**config.mk**
```make
export PLATFORM = sky130hd
export DESIGN_NAME = chan_scan_mux
export DESIGN_NICKNAME = d
export VERILOG_FILES = /design/src/rtl/chan_scan_mux.sv
export SDC_FILE = /design/constraint.sdc
export NUM_CORES = 1
export LEC_CHECK = 0
export BUFFER_PORTS_ARGS = -buffer_cell sky130_fd_sc_hd__buf_2
export CORE_UTILIZATION = 42
export CTS_CLUSTER_DIAMETER = 60
export DETAILED_ROUTE_END_ITERATION = 8
export GPL_TIMING_DRIVEN = 0
export PLACE_DENSITY = 0.84
export SKIP_CTS_REPAIR_TIMING = 1
export SLEW_MARGIN = 5
export SYNTH_ARGS = -nofsm -noshare
export SYNTH_HDL_FRONTEND = slang
export SYNTH_SLANG_ARGS = --single-unit
```
**constraint.sdc**
```tcl
create_clock -name clk -period 1.55 [get_ports clk]
set_input_delay 0.155 -clock clk [delete_from_list [all_inputs] [get_ports clk]]
set_output_delay 0.155 -clock clk [all_outputs]
set_load 0.05 [all_outputs]
```
**src/rtl/chan_scan_mux.sv**
```systemverilog
// N-channel registered selector with complementary outputs, channel tag and
// dwell-timed round-robin scan. Manual loads take priority over the scan step.
module chan_scan_mux #(
    parameter int unsigned W     = 8,
    parameter int unsigned N     = 4,
    parameter int unsigned SELW  = $clog2(N),
    parameter int unsigned DWELL = 4
) (
    input  logic              clk,
    input  logic              rst_n,
    input  logic [N*W-1:0]    in_bus,
    input  logic [SELW-1:0]   sel,
    input  logic              sel_load,
    input  logic              scan_en,
    input  logic              hold,
    output logic [W-1:0]      out,
    output logic [W-1:0]      outbar,
    output logic [SELW-1:0]   out_ch,
    output logic              out_valid,
    output logic [SELW-1:0]   cur_sel,
    output logic              sel_err
);

    localparam int unsigned       CNTW     = (DWELL > 1) ? $clog2(DWELL) : 1;
    localparam logic [CNTW-1:0]   CNT_LAST = CNTW'(DWELL - 1);
    localparam logic [SELW-1:0]   SEL_LAST = SELW'(N - 1);

    logic [W-1:0]    chan [N];
    logic [CNTW-1:0] cnt;
    logic [CNTW-1:0] cnt_nxt;
    logic [SELW-1:0] sel_nxt;
    logic            err_nxt;
    logic            sel_ok;
    logic [W-1:0]    out_nxt;
    logic [SELW-1:0] ch_nxt;
    logic            valid_nxt;

    // Unpack the flat input bus into per-channel words
    for (genvar c = 0; c < N; c++) begin : g_chan
        assign chan[c] = in_bus[c*W +: W];
    end

    // State register: select, dwell counter, error pulse and output stage
    always_ff @(posedge clk) begin
        if (!rst_n) begin
            cur_sel   <= '0;
            cnt       <= '0;
            sel_err   <= 1'b0;
            out       <= '0;
            outbar    <= '1;
            out_ch    <= '0;
            out_valid <= 1'b0;
        end else begin
            cur_sel   <= sel_nxt;
            cnt       <= cnt_nxt;
            sel_err   <= err_nxt;
            out       <= out_nxt;
            outbar    <= ~out_nxt;
            out_ch    <= ch_nxt;
            out_valid <= valid_nxt;
        end
    end

    // Select update: legal load, else reject-and-maybe-scan, else scan/idle
    always_comb begin
        sel_nxt = cur_sel;
        cnt_nxt = cnt;
        err_nxt = 1'b0;
        sel_ok  = (32'(sel) < N);
        if (sel_load && sel_ok) begin
            sel_nxt = sel;
            cnt_nxt = '0;
        end else if (scan_en) begin
            err_nxt = sel_load;
            if (cnt == CNT_LAST) begin
                cnt_nxt = '0;
                sel_nxt = (cur_sel == SEL_LAST) ? '0 : cur_sel + SELW'(1);
            end else begin
                cnt_nxt = cnt + CNTW'(1);
            end
        end else begin
            err_nxt = sel_load;
            // A rejected load leaves the counter untouched
            if (!sel_load) begin
                cnt_nxt = '0;
            end
        end
    end

    // Output stage: sample the pre-edge channel unless frozen
    always_comb begin
        out_nxt   = out;
        ch_nxt    = out_ch;
        valid_nxt = out_valid;
        if (!hold) begin
            out_nxt   = chan[cur_sel];
            ch_nxt    = cur_sel;
            valid_nxt = 1'b1;
        end
    end

endmodule

```
## Word level (Yosys, flattened, before mapping)

Index checks and enable logic that the tools add are counted.

| word-level totals | value |
|---|---|
| flip-flop bits (word level) | 23 |
| bits in latches | 0 |
| bits in writable memories | 0 |
| bits in read-only memories | 0 |
| bits of input ports | 39 |
| output and inout bits | 22 |
| logic and storage cells | 27 |
| memories kept | 0 |

| operators by class | value |
|---|---|
| add/subtract/negate cells | 2 |
| $mul | 0 |
| divide/modulo/power cells | 0 |
| $lt $le $gt $ge | 1 |
| equal/unequal tests | 2 |
| shift operators | 0 |
| mux-type cells | 8 |
| bitwise gates (word level) | 4 |
| reductions and logical operators | 4 |

Operator list:

| kind | number |
|---|---|
| 2-to-1 mux 8 bit | 3 |
| binary-select mux 8 bit (select 2 bit) | 1 |
| 2-to-1 mux 2 bit | 4 |
| NOT 8 bit | 1 |
| adder 2 x 1 -> 2 bit (second input constant) | 2 |
| equality test 2 bit (second input constant) | 2 |
| nonzero test 2 bit | 2 |
| OR reduction 4 bit | 1 |
| greater-or-equal comparator 3 bit (second input constant) | 1 |
| NOT 2 -> 3 bit | 1 |
| NOT 1 bit | 2 |
| AND reduction 2 bit | 1 |

## Logic depth before layout (Yosys ltp)

Gate-level depths: netlist of the first run.

| logic depth | value |
|---|---|
| depth after elaboration | 6 |
| depth in mapped cells | 5 |
| depth with buffers taken out | 3 |

## Least setup slack after synthesis of the first run

OpenSTA, ideal clock, no wires.

| path | value |
|---|---|
| kind | register -> register |
| start point | register cur_sel[0] |
| end point | register with a tool-made name |
| setup time | 0.138 ns |
| data arrival time | 1.533 ns |
| required time | 1.412 ns |
| slack | -0.120 ns |
| stages on the path, launching flop included | 5 |
| path buffers | 2 |
| cell sequence | dfxtp_1 -> buf_2 -> buf_4 -> mux2i_1 -> o221ai_1 |

RTL lines:

| item | RTL line | source |
|---|---|---|
| start: declaration | 20 | `output logic [SELW-1:0] cur_sel,` |
| start signal: assignment | 54 | `cur_sel <= sel_nxt;` |

## Worst setup path after layout of the first run

| path | value |
|---|---|
| start point | register cur_sel[1] |
| end point | register outbar[5] |

| on the way | value |
|---|---|
| word-level cells in the longest chain between the ends | 6 |

RTL lines:

| item | RTL line | source |
|---|---|---|
| NOT 2 -> 3 bit (implied by the code) | 96 | `out_nxt = chan[cur_sel];` |
| binary-select mux 8 bit (select 2 bit) | 96 |  |
| 2-to-1 mux 8 bit (implied by the code) (2 in series) | 96 |  |
| 2-to-1 mux 8 bit | 95 | `if (!hold) begin` |
| NOT 8 bit | 58 | `outbar <= ~out_nxt;` |
| end signal: assignment | 58 |  |
| end: declaration | 17 | `output logic [W-1:0] outbar,` |

Every way passes these cells. The select of a mux whose other input is x is not followed.
A chain may end at the register's enable or synchronous reset.

==> impl_metrics.tcl, run 1 <==
set metrics [dict create \
    outcome "completed" \
    start_util_pct 46.0 \
    syn_inst 94 \
    finalCritPeriodShare_pct 91.5 \
    setup_viol 0 \
    crit_path_start_kind "register" \
    grt_usage_pct 19.4 \
    clk_latency_ps 310 \
    wl_per_cell_um 14.3 \
    pwr-share-seq_pct 49.2 \
    coreArea_um2 2280 \
    netSwitchingFraction_pct 34.7 \
    hold_viol_final 0 \
    ir_drop_v 0.000595 \
    drt-pass1-iter-count 4 \
    synth.distinct_cells 24 \
    p_comb_share_pct 29.9 \
    io_buffers 58 \
    tns_ps 0 \
    drtIter0Drc 13 \
    rsz0062_at_grt "no" \
    fin_skew_ps 2.97 \
    slew_violations 0 \
    fp-row-count 17 \
    n_antenna_cell 0 \
    p_leak_nw 0.655 \
    ys_seq_area_share_pct 44.0 \
    min_period_ps 1420 \
    synthesis.nets 135 \
    postSynthAreaPerCell_um2 11.1 \
    yosys_warnings 0 \
    path_max_fanout 10 \
    setup_slack_ps 132 \
    place.gp.congestion 0.645 \
    dp_hpwl_um 2040 \
    vias 1037 \
    nNetsFinal 198 \
    worst_ep_required_time_ps 1760 \
    vias_per_cell 5.64 \
    cts_htree_levels 1 \
    crit_type "reg2reg" \
    power_density_nw_per_um2 949 \
    grt_start_max_net_pins 13 \
    post-place-ws_ps 70.2 \
    clkPwrFrac_pct 20.9 \
    hp-class "in2reg" \
    cap_violations 0 \
    antenna_found_initial 0 \
    clock-root-buffer "clkbuf_4" \
    mostFrequentLayoutCells "59 x buf_2, 21 x dfxtp_1, 18 x mux2i_1, 8 x nand3_1, 8 x o221ai_1" \
    intPower_mw 0.871 \
    clk_pin_slew_worst_paths_ps 120 \
    switchingPower_mw 0.462 \
    cts.sinks 23 \
    grt_pass1_vias 970 \
    areaGrowthSynthToFinish_pct 34.1 \
    top_level_ports 61 \
    ant_nets 0 \
    syn_area_um2 1050 \
    place_area_um2 1380 \
    wl_um 2630 \
    drcViolationCount 0 \
    grt_overflow 0 \
    stdcell_area_um2 1400 \
    cts_tree "yes" \
    die_w_um 51.9 \
    fillCellCount 190 \
    cts_made_buffers 3 \
    mostFrequentLayoutCell "buf_2" \
    clock_path_buffers 2 \
    ys_ff_latch 23 \
    endpoint_kind "register" \
    drive_above_1_share_pct 45.5 \
    die_area_um2 2700 \
    grt_pass1_wl_um 3870 \
    fmax_mhz 705 \
    die_h_um 51.9 \
    arrival_ps 1630 \
]
[routing by layer]
metal  global-route usage, %  wire (um)
met5                       0          0
met4                    6.31         12
met3                    2.92        178
met2                    37.8       1340
met1                    20.8       1100
[kinds of logic after synthesis]
group,Yosys count,synth area share (%)
other cells,1,0.358
buf+inv,10,5.61
fa+ha+maj,2,2.39
compound gates,21,19.4
mux,18,17.2
simple gates,19,11.1
flops,23,44.0
[worst max-delay path: stages, from the launching register on]
cell and delay [ps]:
dfxtp_2 400, nand3b_1 260, clkbuf_1 330, o221a_1 330
[metrics by stage]
stage / hold slack, ps / cells / util [%] / total power, mW
after detailed placement: 411 / 180 / 60.4 / 1.07
after global placement: 399 / 180 / 60.4 / 1.06
after floorplan: 232 / 94 / - / 0.948
final: 73.4 / 184 / 61.7 / 1.33
after CTS: 76.4 / 184 / 61.6 / 1.33
after global routing: 71.2 / 184 / 61.7 / 1.39
[synth_stat cells (all sizes together)]
cell    count  share of area [%]
conb        1               0.36
ha          2                2.4
o311a       2                1.9
a21boi      3                2.2
o221ai      8                6.7
nand2       1               0.36
mux2i      18                 17
and3        1               0.60
or3b        1               0.84
nand2b      2                1.2
nor2b       2                1.2
o221a       8                8.6
buf         6                4.2
nand3b      1               0.72
nor4b       1               0.84
nor4        1               0.60
clkbuf      3                1.1
nor4bb      1               0.96
inv         1               0.36
nand3       8                3.8
dfxtp      23                 44
[power by group through the flow]
| stage | Sequential [mW] | Combinational (mW) | Clock (mW) |
|---|---|---|---|
| 3_3_place_gp | 0.667 | 0.388 | 0 |
| 4_1_cts | 0.655 | 0.399 | 0.277 |
| 2_1_floorplan | 0.820 | 0.128 | 0 |
| 6_report | 0.656 | 0.398 | 0.279 |
| 5_1_grt | 0.660 | 0.421 | 0.307 |
| 3_5_place_dp | 0.669 | 0.399 | 0 |
[cell type report]
type / instances / area (um2) / share of cell area [%]
buffer: 9 / 57.6 / 4.10
inverter: 1 / 3.75 / 0.267
sequential: 23 / 463 / 33.0
timing repair buffer: 58 / 290 / 20.7
multi-input combinational: 61 / 528 / 37.6
tap: 28 / 35.0 / 2.50
clock buffer: 4 / 26.3 / 1.87
[final timing paths]
path              start   endpoint  slack, ps  depth (start not counted)
max          cur_sel[1]  outbar[5]        130                          3
min            sel_load     cnt[0]         70                          2
max reg2reg  cur_sel[1]  outbar[5]        130                          3
min reg2reg      cnt[0]     cnt[0]        430                          1
(Power assumes the default switching activity.)
==> run 2: changes to the inputs <==
Settings changed: CTS_BUF_LIST from default to sky130_fd_sc_hd__clkbuf_16.
==> impl_metrics.tcl, run 2 (synthesis results as in run 1) <==
set metrics [dict create \
    outcome "completed" \
    cts.sinks 23 \
    grt_start_max_net_pins 13 \
    clk_latency_ps 250 \
    tns_ps 0 \
    netSwitchingFraction_pct 30.2 \
    place.gp.congestion 0.645 \
    min_period_ps 1420 \
    fp-row-count 17 \
    reg2reg_slack_ps 130 \
    hold_ws_ps 145 \
    vias 1056 \
    cts_made_buffers 3 \
    grt_pass1_wl_um 3960 \
    drtIter0Drc 14 \
    fillCellCount 182 \
    rsz0062_at_grt "no" \
    die_area_um2 2700 \
    wl_um 2640 \
    ant_nets 0 \
    clk_pin_slew_worst_paths_ps 60 \
    top_level_ports 61 \
    clock_path_buffers 2 \
    place_area_um2 1380 \
    mostFrequentLayoutCells "59 x buf_2, 21 x dfxtp_1, 18 x mux2i_1, 8 x nand3_1, 8 x o221ai_1" \
    n_antenna_cell 0 \
    cts_tree "yes" \
    drt-pass1-iter-count 4 \
    hp-class "in2reg" \
    coreArea_um2 2280 \
    mostFrequentLayoutCell "buf_2" \
    clkPwrFrac_pct 33.9 \
    crit_type "reg2reg" \
    path_max_fanout 10 \
    finalCritPeriodShare_pct 91.5 \
    fin_skew_ps 4.03 \
    grt_usage_pct 19.8 \
    cts_htree_levels 1 \
    p_comb_share_pct 25.0 \
    areaGrowthSynthToFinish_pct 39.1 \
    cap_violations 0 \
    slew_violations 0 \
    clock-root-buffer "clkbuf_16" \
    switchingPower_mw 0.482 \
    max_slew.worst_pin.slew_ps 501 \
    hold_viol_final 0 \
    antenna_found_initial 0 \
    wl_per_cell_um 14.4 \
    slew_headroom_pct 66.6 \
    drcViolationCount 0 \
    grt_pass1_vias 982 \
    stdcell_area_um2 1460 \
    vias_per_cell 5.74 \
    dp_hpwl_um 2040 \
    p_leak_nw 0.682 \
    setup_viol 0 \
    pwr-share-seq_pct 41.1 \
    intPower_mw 1.11 \
    worst_ep_required_time_ps 1690 \
    power_density_nw_per_um2 1100 \
    io_buffers 58 \
    die_w_um 51.9 \
    grt_overflow 0 \
    fmax_mhz 705 \
    nNetsFinal 198 \
    endpoint_kind "register" \
    crit_path_start_kind "register" \
    ir_drop_v 0.000741 \
    start_util_pct 46.0 \
    arrival_ps 1560 \
    die_h_um 51.9 \
    drive_above_1_share_pct 45.5 \
]
==> run 2: final timing paths <==
path / startpoint / end / depth (start not counted)
worst max register to register: cur_sel[1] / outbar[5] / 3
worst max-delay path: cur_sel[1] / outbar[5] / 3
worst min register to register: cnt[0] / cnt[0] / 1
worst min-delay path: sel_load / cnt[0] / 2
==> run 2: power by group through the flow <==
stage               combinational (mW)  sequential, mW  clock (mW)
floorplan                        0.128           0.820           0
detailed placement               0.399           0.669           0
global placement                 0.388           0.667           0
finish                           0.399           0.656       0.542
CTS                              0.400           0.656       0.546
global route                     0.422           0.660       0.582
==> run 2: critical path: stages (launching register included) <==
cell and delay [ps]:
dfxtp_2 370, nand3b_1 260, clkbuf_1 330, o221a_1 330
==> run 2: cell type report <==
cell class / instances / area, um2 / area share, %
Buffer: 9 / 57.6 / 3.95
Clock buffer: 3 / 75.1 / 5.15
Clock inverter: 1 / 3.75 / 0.258
Inverter: 1 / 3.75 / 0.258
Multi-Input combinational cell: 61 / 528 / 36.3
Sequential cell: 23 / 463 / 31.8
Tap cell: 28 / 35.0 / 2.41
Timing Repair Buffer: 58 / 290 / 19.9
==> run 2: per-stage QoR <==
stage | util (%) | std cells | worst slack [ps] | total power [mW]
after floorplan | - | 94 | 64.7 | 0.948
after global placement | 60.4 | 180 | 116 | 1.06
after detailed placement | 60.4 | 180 | 70.2 | 1.07
after CTS | 63.9 | 184 | 61.0 | 1.60
after global routing | 64.0 | 184 | 24.1 | 1.66
final | 64.0 | 184 | 132 | 1.60
==> run 2: metal layers <==
metal,part of all wire (%),track usage (%)
met1,40,21.6
met2,51,37.6
met3,9.0,3.22
met4,0.53,6.76
met5,0,0
==> run 3: changes to the inputs <==
Settings changed: CORE_UTILIZATION 42 to 35, PLACE_DENSITY 0.84 to 0.73.
==> impl_metrics.tcl, run 3 (synthesis results as in run 1) <==
set metrics [dict create \
    r2r_cells 4 \
    finalCritPeriodShare_pct 92.2 \
    fin_skew_ps 1.81 \
    min_period_ps 1430 \
    cts.sinks 23 \
    switchingPower_mw 0.501 \
    fmax_mhz 700 \
    stdcell_area_um2 1470 \
    holdPathStages 2 \
    grt_start_max_net_pins 14 \
    clk_pin_slew_worst_paths_ps 60 \
    grt_pass1_vias 952 \
    reg2reg_slack_ps 120 \
    nNetsFinal 198 \
    slew_violations 0 \
    arrival_ps 1550 \
    drt-pass1-iter-count 6 \
    mostFrequentLayoutCell "buf_2" \
    r2r_start "cur_sel[0]" \
    grt_use_met3_pct 4.15 \
    hp-class "in2reg" \
    wl_um 2650 \
    netSwitchingFraction_pct 30.9 \
    drive_above_1_share_pct 46.8 \
    cap_violations 0 \
    power_density_nw_per_um2 1110 \
    violations "DRC" \
    hold_start "sel_load" \
    die_w_um 56.7 \
    io_buffers 58 \
    p_leak_nw 0.681 \
    n_antenna_cell 0 \
    drcViolationCount 14 \
    dp_hpwl_um 1970 \
    gr-usage-met2_pct 29.6 \
    outcome "finished with violations" \
    grt_usage_pct 16.9 \
    busiest_layer "met2" \
    rsz0062_at_grt "no" \
    coreArea_um2 2810 \
    place.gp.congestion 0.713 \
    grt_overflow 0 \
    antenna_found_initial 0 \
    clock_path_buffers 2 \
    worst_ep_required_time_ps 1670 \
    start_util_pct 37.3 \
    endpoint_kind "register" \
    p_comb_share_pct 24.7 \
    ir_drop_v 0.000356 \
    pwr-share-seq_pct 40.5 \
    hold_viol_final 0 \
    setup_viol 0 \
    grt_pass1_wl_um 4230 \
    die_area_um2 3210 \
    fp-row-count 19 \
    vias 995 \
    drtIter0Drc 48 \
    mostFrequentLayoutCells "59 x buf_2, 21 x dfxtp_1, 17 x mux2i_1, 8 x nand3_1, 8 x o221ai_1" \
    areaGrowthSynthToFinish_pct 39.9 \
    clock-root-buffer "clkbuf_16" \
    top_level_ports 61 \
    clk_latency_ps 250 \
    worstHoldEndpoint "cnt[0]" \
    path_max_fanout 10 \
    intPower_mw 1.12 \
    wl_per_cell_um 14.2 \
    die_h_um 56.7 \
    cts_made_buffers 3 \
    crit_path_start_kind "register" \
    use_met1_pct 20.5 \
    cts_tree "yes" \
    ant_nets 0 \
    crit_type "reg2reg" \
    cts_htree_levels 1 \
    clkPwrFrac_pct 34.8 \
    vias_per_cell 5.32 \
    tns_ps 0 \
    place_area_um2 1380 \
]
run 3: cell types whose count changed in the layout (fill, tap and decap cells not counted):
cell and delta:
mux2i_1 -1, mux2i_2 +1, clkinv_2 +1, inv_1 -1
run 3: worst max-delay path: stages (launching register included):
cell	delay (ps)
dfxtp_2	350
clkbuf_4	260
buf_4	270
mux2i_1	270
o221ai_1	140
run 3: metrics by stage:
stage	std cells	power, mW	hold slack, ps	setup slack, ps	util [%]
after floorplan	94	0.948	232	64.7	-
after global placement	183	1.06	398	73.0	49.2
after detailed placement	183	1.07	409	18.2	49.2
after CTS	187	1.62	146	19.7	52.0
after global routing	187	1.69	157	5.08	52.2
final	187	1.62	142	121	52.2
run 3: worst max path at each step:
stage,from,endpoint,slack (ps),cells past startpoint
2_1_floorplan,cur_sel[0],register,60,4
3_3_place_gp,cur_sel[0],register,70,4
3_5_place_dp,cur_sel[0],register,20,4
4_1_cts,cur_sel[0],register,20,4
5_1_grt,cur_sel[0],register,5,4
6_report,cur_sel[0],register,120,4
run 3: cell type report:
cell class,count,area [um2]
inverter,1,3.75
tap,31,38.8
timing repair buffer,58,290
buffer,9,57.6
sequential,23,463
fill,260,1340
multi-input combinational,61,532
clock buffer,3,75.1
clock inverter,1,5.00
run 3: layer usage:
metal,wire length [um],vias up
met5,0,-
met4,0,0
met3,243,0
met2,1170,50
met1,1230,455
li1,-,490
run 3: power groups by stage:
| stage | Sequential, mW | Clock, mW | Combinational (mW) |
|---|---|---|---|
| 4_1_cts | 0.656 | 0.561 | 0.400 |
| 6_report | 0.656 | 0.563 | 0.401 |
| 5_1_grt | 0.661 | 0.600 | 0.427 |
| 3_3_place_gp | 0.667 | 0 | 0.391 |
| 2_1_floorplan | 0.820 | 0 | 0.128 |
| 3_5_place_dp | 0.670 | 0 | 0.400 |
